--- src/rtl/cmac_pkg.sv ---
// Shared definitions for the complex MAC sequencer.
//   cmac_state_t : sequencer FSM states
//   acc_width()  : accumulator width = integer + fractional + guard bits
//   cnt_width()  : tap counter width able to hold 0..N_TAPS
//   sat_clamp()  : clamp a sign-extended value into a W-bit signed range
package cmac_pkg;

   typedef enum logic [1:0] {
      IDLE  = 2'd0,
      ACCUM = 2'd1,
      DRAIN = 2'd2,
      DONE  = 2'd3
   } cmac_state_t;

   localparam int SAT_EXT_W = 64;

   function automatic int acc_width(input int qi, input int qf, input int guard);
      return qi + qf + guard;
   endfunction

   function automatic int cnt_width(input int n_taps);
      return (n_taps < 1) ? 1 : $clog2(n_taps + 1);
   endfunction

   // Callers detect clamping by comparing the result with the input.
   function automatic logic signed [SAT_EXT_W-1:0] sat_clamp(
      input logic signed [SAT_EXT_W-1:0] v,
      input int unsigned                 w
   );
      logic signed [SAT_EXT_W-1:0] hi;
      logic signed [SAT_EXT_W-1:0] lo;
      hi = (64'sd1 <<< (w - 1)) - 64'sd1;
      lo = -(64'sd1 <<< (w - 1));
      if (v > hi) begin
         return hi;
      end else if (v < lo) begin
         return lo;
      end
      return v;
   endfunction

endpackage

--- src/rtl/mult_fixed_complex.sv ---
// Combinational complex fixed-point multiplier, Q(QI.QF) in and out.
//   x_Re, x_Im : signed sample
//   h_Re, h_Im : signed coefficient
//   y_Re, y_Im : signed product, truncated toward -inf and saturated
//   overflow   : set when either component was clamped
module mult_fixed_complex
   import cmac_pkg::*;
#(
   parameter int QI = 4,
   parameter int QF = 4
) (
   input  logic signed [QI+QF-1:0] x_Re,
   input  logic signed [QI+QF-1:0] x_Im,
   input  logic signed [QI+QF-1:0] h_Re,
   input  logic signed [QI+QF-1:0] h_Im,
   output logic signed [QI+QF-1:0] y_Re,
   output logic signed [QI+QF-1:0] y_Im,
   output logic                    overflow
);

   localparam int W  = QI + QF;
   localparam int PW = 2 * W + 1;

   logic signed [2*W-1:0]       p_rr, p_ii, p_ri, p_ir;
   logic signed [PW-1:0]        re_full, im_full;
   logic signed [PW-1:0]        re_sh, im_sh;
   logic signed [SAT_EXT_W-1:0] re_ext, im_ext;
   logic signed [SAT_EXT_W-1:0] re_sat, im_sat;

   always_comb begin
      p_rr = x_Re * h_Re;
      p_ii = x_Im * h_Im;
      p_ri = x_Re * h_Im;
      p_ir = x_Im * h_Re;

      // One extra bit so the sum/difference of two products cannot wrap.
      re_full = {p_rr[2*W-1], p_rr} - {p_ii[2*W-1], p_ii};
      im_full = {p_ri[2*W-1], p_ri} + {p_ir[2*W-1], p_ir};

      re_sh = re_full >>> QF;
      im_sh = im_full >>> QF;

      re_ext = {{(SAT_EXT_W-PW){re_sh[PW-1]}}, re_sh};
      im_ext = {{(SAT_EXT_W-PW){im_sh[PW-1]}}, im_sh};

      re_sat = sat_clamp(re_ext, W);
      im_sat = sat_clamp(im_ext, W);

      y_Re     = re_sat[W-1:0];
      y_Im     = im_sat[W-1:0];
      overflow = (re_sat != re_ext) || (im_sat != im_ext);
   end

endmodule

--- src/rtl/cmac_sequencer.sv ---
// N-tap complex dot-product engine around mult_fixed_complex.
//   clk, rst_n           : clock, asynchronous active-low reset
//   start, busy          : begin a dot product (IDLE only) / not idle
//   in_valid, in_ready   : sample/coefficient beat handshake
//   x_Re, x_Im, h_Re, h_Im : signed Q(QI.QF) operands
//   out_valid, out_ready : result handshake
//   y_Re, y_Im           : signed saturated Q(QI.QF) result
//   overflow             : any multiplier overflow or final saturation
module cmac_sequencer
   import cmac_pkg::*;
#(
   parameter int QI        = 4,
   parameter int QF        = 4,
   parameter int N_TAPS    = 8,
   parameter int ACC_GUARD = 4
) (
   input  logic                    clk,
   input  logic                    rst_n,
   input  logic                    start,
   output logic                    busy,
   input  logic                    in_valid,
   output logic                    in_ready,
   input  logic signed [QI+QF-1:0] x_Re,
   input  logic signed [QI+QF-1:0] x_Im,
   input  logic signed [QI+QF-1:0] h_Re,
   input  logic signed [QI+QF-1:0] h_Im,
   output logic                    out_valid,
   input  logic                    out_ready,
   output logic signed [QI+QF-1:0] y_Re,
   output logic signed [QI+QF-1:0] y_Im,
   output logic                    overflow
);

   localparam int W     = QI + QF;
   localparam int ACC_W = acc_width(QI, QF, ACC_GUARD);
   localparam int CNT_W = cnt_width(N_TAPS);
   localparam logic [CNT_W-1:0] LAST_TAP = CNT_W'(N_TAPS - 1);

   cmac_state_t state, state_nxt;

   logic [CNT_W-1:0]        cnt;
   logic signed [W-1:0]     prod_re, prod_im;
   logic                    prod_ovf;
   logic                    pipe_v;
   logic signed [ACC_W-1:0] acc_re, acc_im;
   logic                    sticky;

   logic signed [W-1:0]         m_re, m_im;
   logic                        m_ovf;
   logic                        accept;
   logic signed [ACC_W-1:0]     acc_re_sum, acc_im_sum;
   logic signed [SAT_EXT_W-1:0] re_ext, im_ext, re_sat, im_sat;
   logic                        sticky_sum;
   logic                        clamp_any;

   mult_fixed_complex #(
      .QI (QI),
      .QF (QF)
   ) u_mult (
      .x_Re     (x_Re),
      .x_Im     (x_Im),
      .h_Re     (h_Re),
      .h_Im     (h_Im),
      .y_Re     (m_re),
      .y_Im     (m_im),
      .overflow (m_ovf)
   );

   always_ff @(posedge clk or negedge rst_n) begin
      if (!rst_n) begin
         state <= IDLE;
      end else begin
         state <= state_nxt;
      end
   end

   always_comb begin
      state_nxt = state;
      busy      = 1'b1;
      in_ready  = 1'b0;
      out_valid = 1'b0;
      case (state)
         IDLE: begin
            busy = 1'b0;
            if (start) begin
               state_nxt = ACCUM;
            end
         end
         ACCUM: begin
            in_ready = 1'b1;
            if (in_valid && (cnt == LAST_TAP)) begin
               state_nxt = DRAIN;
            end
         end
         DRAIN: begin
            state_nxt = DONE;
         end
         DONE: begin
            out_valid = 1'b1;
            if (out_ready) begin
               state_nxt = IDLE;
            end
         end
         default: begin
            state_nxt = IDLE;
         end
      endcase
   end

   assign accept = in_valid && (state == ACCUM);

   // Accumulator update and the final saturation share one adder: in
   // DRAIN the saturated value is taken from the sum that includes the
   // last product, so no extra cycle is needed to fold it in.
   always_comb begin
      acc_re_sum = acc_re + {{ACC_GUARD{prod_re[W-1]}}, prod_re};
      acc_im_sum = acc_im + {{ACC_GUARD{prod_im[W-1]}}, prod_im};
      re_ext     = {{(SAT_EXT_W-ACC_W){acc_re_sum[ACC_W-1]}}, acc_re_sum};
      im_ext     = {{(SAT_EXT_W-ACC_W){acc_im_sum[ACC_W-1]}}, acc_im_sum};
      re_sat     = sat_clamp(re_ext, W);
      im_sat     = sat_clamp(im_ext, W);
      clamp_any  = (re_sat != re_ext) || (im_sat != im_ext);
      sticky_sum = sticky | (pipe_v & prod_ovf);
   end

   always_ff @(posedge clk or negedge rst_n) begin
      if (!rst_n) begin
         cnt      <= '0;
         prod_re  <= '0;
         prod_im  <= '0;
         prod_ovf <= 1'b0;
         pipe_v   <= 1'b0;
         acc_re   <= '0;
         acc_im   <= '0;
         sticky   <= 1'b0;
         y_Re     <= '0;
         y_Im     <= '0;
         overflow <= 1'b0;
      end else if ((state == IDLE) && start) begin
         cnt    <= '0;
         pipe_v <= 1'b0;
         acc_re <= '0;
         acc_im <= '0;
         sticky <= 1'b0;
      end else begin
         pipe_v <= accept;
         if (accept) begin
            prod_re  <= m_re;
            prod_im  <= m_im;
            prod_ovf <= m_ovf;
            cnt      <= cnt + 1'b1;
         end
         if (pipe_v) begin
            acc_re <= acc_re_sum;
            acc_im <= acc_im_sum;
            sticky <= sticky_sum;
         end
         if (state == DRAIN) begin
            y_Re     <= re_sat[W-1:0];
            y_Im     <= im_sat[W-1:0];
            overflow <= sticky_sum | clamp_any;
         end
      end
   end

endmodule
--- config.mk ---
export PLATFORM = sky130hd
export DESIGN_NAME = cmac_sequencer
export DESIGN_NICKNAME = d
export VERILOG_FILES = /design/src/rtl/cmac_pkg.sv /design/src/rtl/mult_fixed_complex.sv /design/src/rtl/cmac_sequencer.sv
export SDC_FILE = /design/constraint.sdc
export NUM_CORES = 1
export LEC_CHECK = 0
export ABC_AREA = 1
export CAP_MARGIN = 20
export CORE_AREA = 3 3 166 168
export DETAILED_ROUTE_END_ITERATION = 6
export DIE_AREA = 0 0 169 171
export PLACE_DENSITY_LB_ADDON = 0.1
export SYNTH_ARGS = -nofsm -noshare
export SYNTH_HDL_FRONTEND = slang
export SYNTH_SLANG_ARGS = --single-unit
export TNS_END_PERCENT = 50
--- constraint.sdc ---
create_clock -name clk -period 3.9 [get_ports clk]
set_input_delay 0.585 -clock clk [delete_from_list [all_inputs] [get_ports clk]]
set_output_delay 0.585 -clock clk [all_outputs]
set_load 0.02 [all_outputs]
==> impl_metrics.csv, run 1 <==
group,metric,value,unit
final_layout,area_growth,26.9,%
timing,max_freq,175,MHz
floorplanning,rows,59,
run,drv_cap,0,
worst_setup_path,rrSetupSlack,1300,ps
outcome,failed_checks,"setup timing",
final_layout,fillers,1890,
synth,ys.flop_type,"dfrtp_1",
synth,synth_top_area_share,35.7,%
global_route,antenna_found_initial,0,
route,drt_iter0_drc,779,
timing,relSlewSlack,37.7,%
synth,yosysSeqAreaShare,10.5,%
clock_tree,clk_latency,340,ps
synth,yosys_warnings,0,
timing,finalSetupViolCount,17,
clock_tree,clock_sinks,66,
floorplanning,die_h,171,microns
worst_setup_path,worst_ep_arrival_time,5930,ps
final_layout,final_common_cell,"inv_1",
timing,whs,298,ps
global_route,grt.total_usage,30.2,%
global_route,met1_usage,38.4,%
final_layout,drive_above_1_share,24.7,%
timing,report.final.slew_viol_count,0,
synth,syn_nets,2509,
timing,tightest_slew,934,ps
timing,hold_viol,0,
worst_setup_path,worstSetupPathType,"in -> reg",
place,io_buffers,56,
worst_setup_path,r2r-start,"prod_re[0]",
route,wirelength,41500,microns
route,postRouteAntennaNets,0,
global_route,grt_pass1_vias,14700,
route,drt_drc_violations_left,0,
floorplanning,die_area,28900,sq um
final_layout,utilization,76.3,%
clock_tree,cts_hold_buf,0,
synth,synthArstFlopShare,100,%
timing,period_share,147,%
synth,avgSynthCellArea,7.60,sq um
timing,rsz0062_at_grt,"true",
clock_tree,clkTransAtPathRegs,60,ps
timing,layout_min_cycle_time,5720,ps
timing,finClkSkew,8.29,ps
clock_tree,h-tree-depth,3,
global_route,gr-total-overflow,0,
clock_tree,cts_max_path_buffers,2,
worst_setup_path,start_kind,"input pin",
route,first_pass_iters,5,
global_route,grt_pass1_wl,70500,microns
floorplanning,die_w,169,microns
timing,setup_ws,-1820,ps
final_layout,nNetsFinal,2766,
synth,synthCells,2060,
global_route,grt_max_degree,39,
clock_tree,cts_buffers,9,
min_path,hp-class,"in -> async",
clock_tree,cts_tree,"done",
global_route,grt_use_met2,53.2,%
route,vias,13600,
outcome,outcome,"finished, violations left",
global_route,top_usage_layer,"met2",
place,dp_hpwl,32500,microns
floorplanning,coreArea,26100,sq um
final_layout,final_cell_mix,"inv_1 (526), nand2_1 (458), fa_1 (255)",
floorplanning,io_pins,57,
clock_tree,cts_root_buf,"clkbuf_16",
worst_setup_path,required,4120,ps
worst_setup_path,reg2reg_depth,13,
final_layout,antenna_cells,0,
floorplanning,start_util,60.1,%
place,place_congestion,0.909,
worst_setup_path,r2r-end,"y_Re[2]",
synth,yosys.area.top_type,"fa_1",
route,wl_per_cell,15.6,microns
synth,synth.distinct_cells,38,
synth,mappedNetlistArea,15700,sq um
global_route,grtUsageMet3,3.72,%
route,vias_per_cell,5.12,
synth,ys_ff_latch,66,
worst_setup_path,path_max_fanout,5,
worst_setup_path,critPathCaptureType,"flop",
synth,synth_area_leaders,"fa_1 (36%), inv_1 (14%), nand2_1 (13%)",
synth,synth-edff-count,0,
-- repair_timing --
action,CTS,global route
endpoints found under the hold margin,0,0
setup buffers,66,11
pin swaps,155,95
cloned,3,0
setup endpoints to repair,17,17
gates resized for setup,353,93
-- critical path, stage by stage --
cell	delay, ps
buf_2	100
buf_6	120
buf_6	130
buf_6	120
nand2_1	60
inv_1	50
fa_1	550
fa_1	440
fa_1	490
fa_1	520
fa_1	500
inv_1	50
fa_1	480
inv_1	70
ha_4	300
nand2_1	140
o21ai_2	210
nor2_2	80
buf_4	140
nand3_2	60
nand2_1	60
nor2_2	160
nand3_4	120
nand2_4	110
nand2_8	70
o21ai_2	120
nand2_1	70
-- routing by layer --
metal,up-vias,routed length [microns]
met2,353,20900
met3,120,1850
met5,-,0
met4,0,1740
li1,6490,-
met1,6628,17000
-- synth_stat cells (2+ instances only) --
master    number
inv_1        587
nand2_1      524
fa_1         279
ha_1         133
nand3_1       90
nor2_1        74
dfrtp_1       66
clkbuf_1      63
o21ai_0       52
a21oi_1       44
xor2_1        26
xnor2_1       24
nand4_1       12
nand2_2       11
nor3_1         9
or2_2          9
nand2_4        6
nand3_2        6
nand3b_1       6
o21ai_1        6
o21bai_1       6
nor2_2         5
a31oi_1        2
buf_2          2
inv_2          2
nand2b_1       2
nand3_4        2
nor4_1         2
-- area by class of cell --
cell class | instances | area, sq um | share of cell area (%)
inverter | 589 | 2230 | 11.2
multi-input combinational | 1339 | 12500 | 62.9
clock inverter | 2 | 10.0 | 0.0503
timing repair buffer | 312 | 2790 | 14.0
sequential | 66 | 1650 | 8.31
tap | 335 | 419 | 2.11
clock buffer | 14 | 274 | 1.38
-- logic make-up (layout without fill, tap and decap cells) --
group                      after synthesis  after routing  share of synthesized area, %
buffers and inverters                  655            917                          15.7
AOI/OAI and AO/OA                      116            116                          4.00
DFF                                     66             66                          10.5
and+or+nand+nor                        761            761                          20.7
adders and majority gates              412            412                          46.3
xor gates and xnor gates                50             50                          2.80
-- metrics by stage --
| step | worst slack (ps) | instances | area (sq um) | TNS [ps] |
|---|---|---|---|---|
| 2_1_floorplan | -1800 | 2060 | 16100 | -28580 |
| 3_3_place_gp | -2740 | 2562 | 18100 | -45630 |
| 3_5_place_dp | -2760 | 2562 | 18100 | -45390 |
| 4_1_cts | -1740 | 2647 | 19600 | -28720 |
| 5_1_grt | -2040 | 2657 | 19900 | -33320 |
| 6_report | -1820 | 2657 | 19900 | -29410 |
-- worst max path at each step --
stage            start         end  slack [ps]  depth (start not counted)
3_3_place_gp   x_Re[4]    prod_ovf       -2740                         30
5_1_grt        h_Im[4]  prod_im[6]       -2040                         30
4_1_cts        h_Im[1]    prod_ovf       -1740                         30
2_1_floorplan  h_Im[1]    prod_ovf       -1800                         28
6_report       x_Re[6]  prod_re[4]       -1820                         27
3_5_place_dp   x_Re[4]  prod_re[4]       -2760                         24
-- registers in the layout, indices dropped and copies added, names as in the netlist --
name,flops
acc_re,12
y_Im,8
cnt,4
y_Re,8
prod_im,8
pipe_v,1
overflow,1
sticky,1
prod_ovf,1
acc_im,12
prod_re,8
state,2
Power of run 1 is not shown: default switching activity piles up to over one toggle a cycle in this logic, so the estimate is an artifact.
==> run 2, diff against run 1 <==
--- a/config.mk
+++ b/config.mk
@@ -6,6 +6,7 @@
 export NUM_CORES = 1
 export LEC_CHECK = 0
 export ABC_AREA = 1
+export ABC_CLOCK_PERIOD_IN_PS = 3900
 export CAP_MARGIN = 20
 export CORE_AREA = 3 3 166 168
 export DETAILED_ROUTE_END_ITERATION = 6
==> results of run 2 <==
Same layout as run 1: the final DEF is identical, and so are final timing and power.
Power of run 2 is left out for the same reason.
==> run 3, diff against run 2 <==
--- a/config.mk
+++ b/config.mk
@@ -8,11 +8,12 @@
 export ABC_AREA = 1
 export ABC_CLOCK_PERIOD_IN_PS = 3900
 export CAP_MARGIN = 20
-export CORE_AREA = 3 3 166 168
+export CORE_AREA = 10 10 176 178
 export DETAILED_ROUTE_END_ITERATION = 6
-export DIE_AREA = 0 0 169 171
+export DIE_AREA = 0 0 186 188
 export PLACE_DENSITY_LB_ADDON = 0.1
 export SYNTH_ARGS = -nofsm -noshare
 export SYNTH_HDL_FRONTEND = slang
+export SYNTH_HIERARCHICAL = 1
 export SYNTH_SLANG_ARGS = --single-unit
 export TNS_END_PERCENT = 50
==> run 3 against run 2 <==
Critical path type unchanged. Synthesized cell count grew 6.3%. Largest cell class unchanged. The flow still finishes with violations (setup timing). Synthesized area grew 3.4%. Count of clock-buffer cells in the layout shrank 2. Global-route usage shrank 5.2 points. Sequential share of layout area shrank 0.21 points. Register-to-register slack gained 80 ps. Clock skew shrank 1.1 ps. Core utilization shrank 2.0 points. Sequential cell count is the same. First-iteration DRC count grew 14%. Fmax shrank 2.0%. Non-clock buffer count shrank 8.
==> impl_metrics.csv, run 3 <==
group,metric,value,unit
place,place_ws,-2810,ps
route,drt_iter0_drc,889,
timing,relSlewSlack,58.4,%
floorplanning,die_w,186,microns
floorplanning,start_util,59.0,%
route,wl_per_cell,15.2,microns
synth,synth_area_leaders,"fa_1 (34%), inv_1 (15%), nand2_1 (15%)",
worst_setup_path,critPathSlowestCell,"fa_1",
route,vias_per_cell,5.04,
timing,finalSetupViolCount,17,
final_layout,nNetsFinal,2890,
route,wirelength,42400,microns
outcome,outcome,"finished, violations left",
global_route,gr-total-overflow,0,
final_layout,utilization,74.2,%
worst_setup_path,required,4120,ps
clock_tree,cts_max_path_buffers,2,
synth,yosys_warnings,6,
worst_setup_path,slowest_delay,570,ps
timing,finClkSkew,7.22,ps
worst_setup_path,worstSetupPathType,"in -> reg",
outcome,failed_checks,"setup timing",
final_layout,finalNonFillerCells,2792,
worst_setup_path,path_buf_inv,8,
synth,synthArstFlopShare,100,%
synth,synthTopCellsByCount,"inv_1 (630), nand2_1 (626), fa_1 (279)",
clock_tree,cts_root_buf,"clkbuf_16",
timing,hold_viol,0,
final_layout,reg.largest.list,"acc_im (12), acc_re (12)",
clock_tree,clk_latency,330,ps
synth,mappedNetlistArea,16200,sq um
final_layout,final_cell_mix,"inv_1 (583), nand2_1 (550), fa_1 (268)",
final_layout,final_common_cell,"inv_1",
synth,synthCells,2189,
worst_setup_path,start_kind,"input pin",
synth,yosysSeqAreaShare,10.2,%
synth,synth.distinct_cells,42,
floorplanning,die_h,188,microns
synth,synth-edff-count,0,
final_layout,drive_above_1_share,23.9,%
worst_setup_path,path_max_fanout,8,
clock_tree,cts_buffers,9,
synth,yosys.area.top_type,"fa_1",
timing,tightest_slew,622,ps
route,postRouteAntennaNets,0,
worst_setup_path,critPathCaptureType,"flop",
floorplanning,io_pins,57,
place,place_congestion,0.894,
clock_tree,cts_hold_buf,0,
clock_tree,clkTransAtPathRegs,50,ps
route,vias,14100,
timing,period_share,150,%
timing,report.final.slew_viol_count,0,
floorplanning,rows,61,
clock_tree,clock_sinks,66,
worst_setup_path,worst_ep_arrival_time,6050,ps
worst_setup_path,crit_family,"adder cells",
min_path,hp-class,"in -> async",
floorplanning,coreArea,27500,sq um
synth,synth_top_area_share,34.5,%
final_layout,area_growth,25.9,%
timing,setup_ws,-1940,ps
place,dp_hpwl,33200,microns
worst_setup_path,critical_path.most_common_cell,"nand2_1",
synth,syn_nets,2638,
timing,rsz0062_at_grt,"true",
run,drv_cap,0,
route,drt_drc_violations_left,0,
clock_tree,cts_tree,"done",
global_route,antenna_found_initial,0,
place,io_buffers,56,
timing,layout_min_cycle_time,5840,ps
global_route,grt.total_usage,25.0,%
global_route,grt_pass1_wl,70900,microns
route,first_pass_iters,7,
synth,avgSynthCellArea,7.40,sq um
synth,ys.flop_type,"dfrtp_1",
synth,ys_ff_latch,66,
global_route,grt_pass1_vias,15000,
timing,max_freq,171,MHz
synth,synth_most_common_cell,"inv_1",
floorplanning,die_area,35000,sq um
global_route,grt_max_degree,47,
clock_tree,h-tree-depth,3,
place,placedCellCount,2703,
-- run 3: changes by cell type after synthesis, sizes merged, moves of 2 or more --
cell | previous run | this run
xor2 | 26 | 23
inv | 589 | 637
o21ai | 59 | 42
xnor2 | 24 | 17
or2 | 9 | 14
nand2b | 2 | 0
nand3b | 6 | 4
nand3 | 98 | 88
clkinv | 0 | 3
nand2 | 541 | 671
a21oi | 46 | 39
clkbuf | 63 | 61
o21bai | 6 | 1
nor3 | 9 | 7
-- run 3: area by class of cell --
class | instances | area [sq um]
Antenna cell | 1 | 2.50
Clock buffer | 12 | 246
Clock inverter | 3 | 40.0
Fill cell | 2084 | 7080
Inverter | 640 | 2440
Multi-Input combinational cell | 1420 | 12800
Sequential cell | 66 | 1650
Tap cell | 346 | 433
Timing Repair Buffer | 304 | 2810
-- run 3: final timing paths --
check                      depth (start not counted)  slack, ps      from   endpoint
max                                               31      -1940   x_Im[7]   prod_ovf
min                                                1         70     rst_n    y_Re[7]
max reg2reg                                        7       1380  state[0]  acc_im[5]
min reg2reg                                        1        470    cnt[3]     cnt[3]
max in group asynchronous                          2       3280     rst_n  acc_re[2]
min in group clk                                   1        470    cnt[3]     cnt[3]
-- run 3: cell families after synthesis --
kind of cell	Yosys count	synth area share, %
buffers and inverters	703	16.3
and+or+nand+nor	881	23.4
adders and majority gates	412	44.7
AOI/OAI and AO/OA	87	3.06
DFF	66	10.2
xor gates and xnor gates	40	2.25
-- run 3: routing by layer --
layer	wire length, microns	track usage [%]	up-vias
met5	0	0	-
met4	1290	7.91	0
met3	2760	3.09	89
met2	21700	43.9	443
met1	16700	31.2	6782
li1	-	-	6765
-- run 3: worst register-to-register path, cell delays in order (launching register included) --
cell	delay [ps]
dfrtp_1	370
inv_1	100
ha_1	230
nand2_2	470
inv_1	180
nor2_2	400
inv_1	380
o21ai_0	290
-- run 3: repair_timing --
item,CTS,global route
resized for setup,273,113
setup buffers,49,18
setup endpoints to repair,17,17
gates cloned,4,1
pin swaps,144,102
-- run 3: metrics by stage --
stage / setup TNS [ps] / cell area [sq um] / hold slack [ps]
floorplan: -29070 / 16500 / 289
global placement: -44850 / 18500 / 460
detailed placement: -47000 / 18500 / 461
CTS: -30090 / 19900 / 455
global route: -34870 / 20400 / 64.3
finish: -31330 / 20400 / 75.0
Power of run 3 is left out for the same reason.
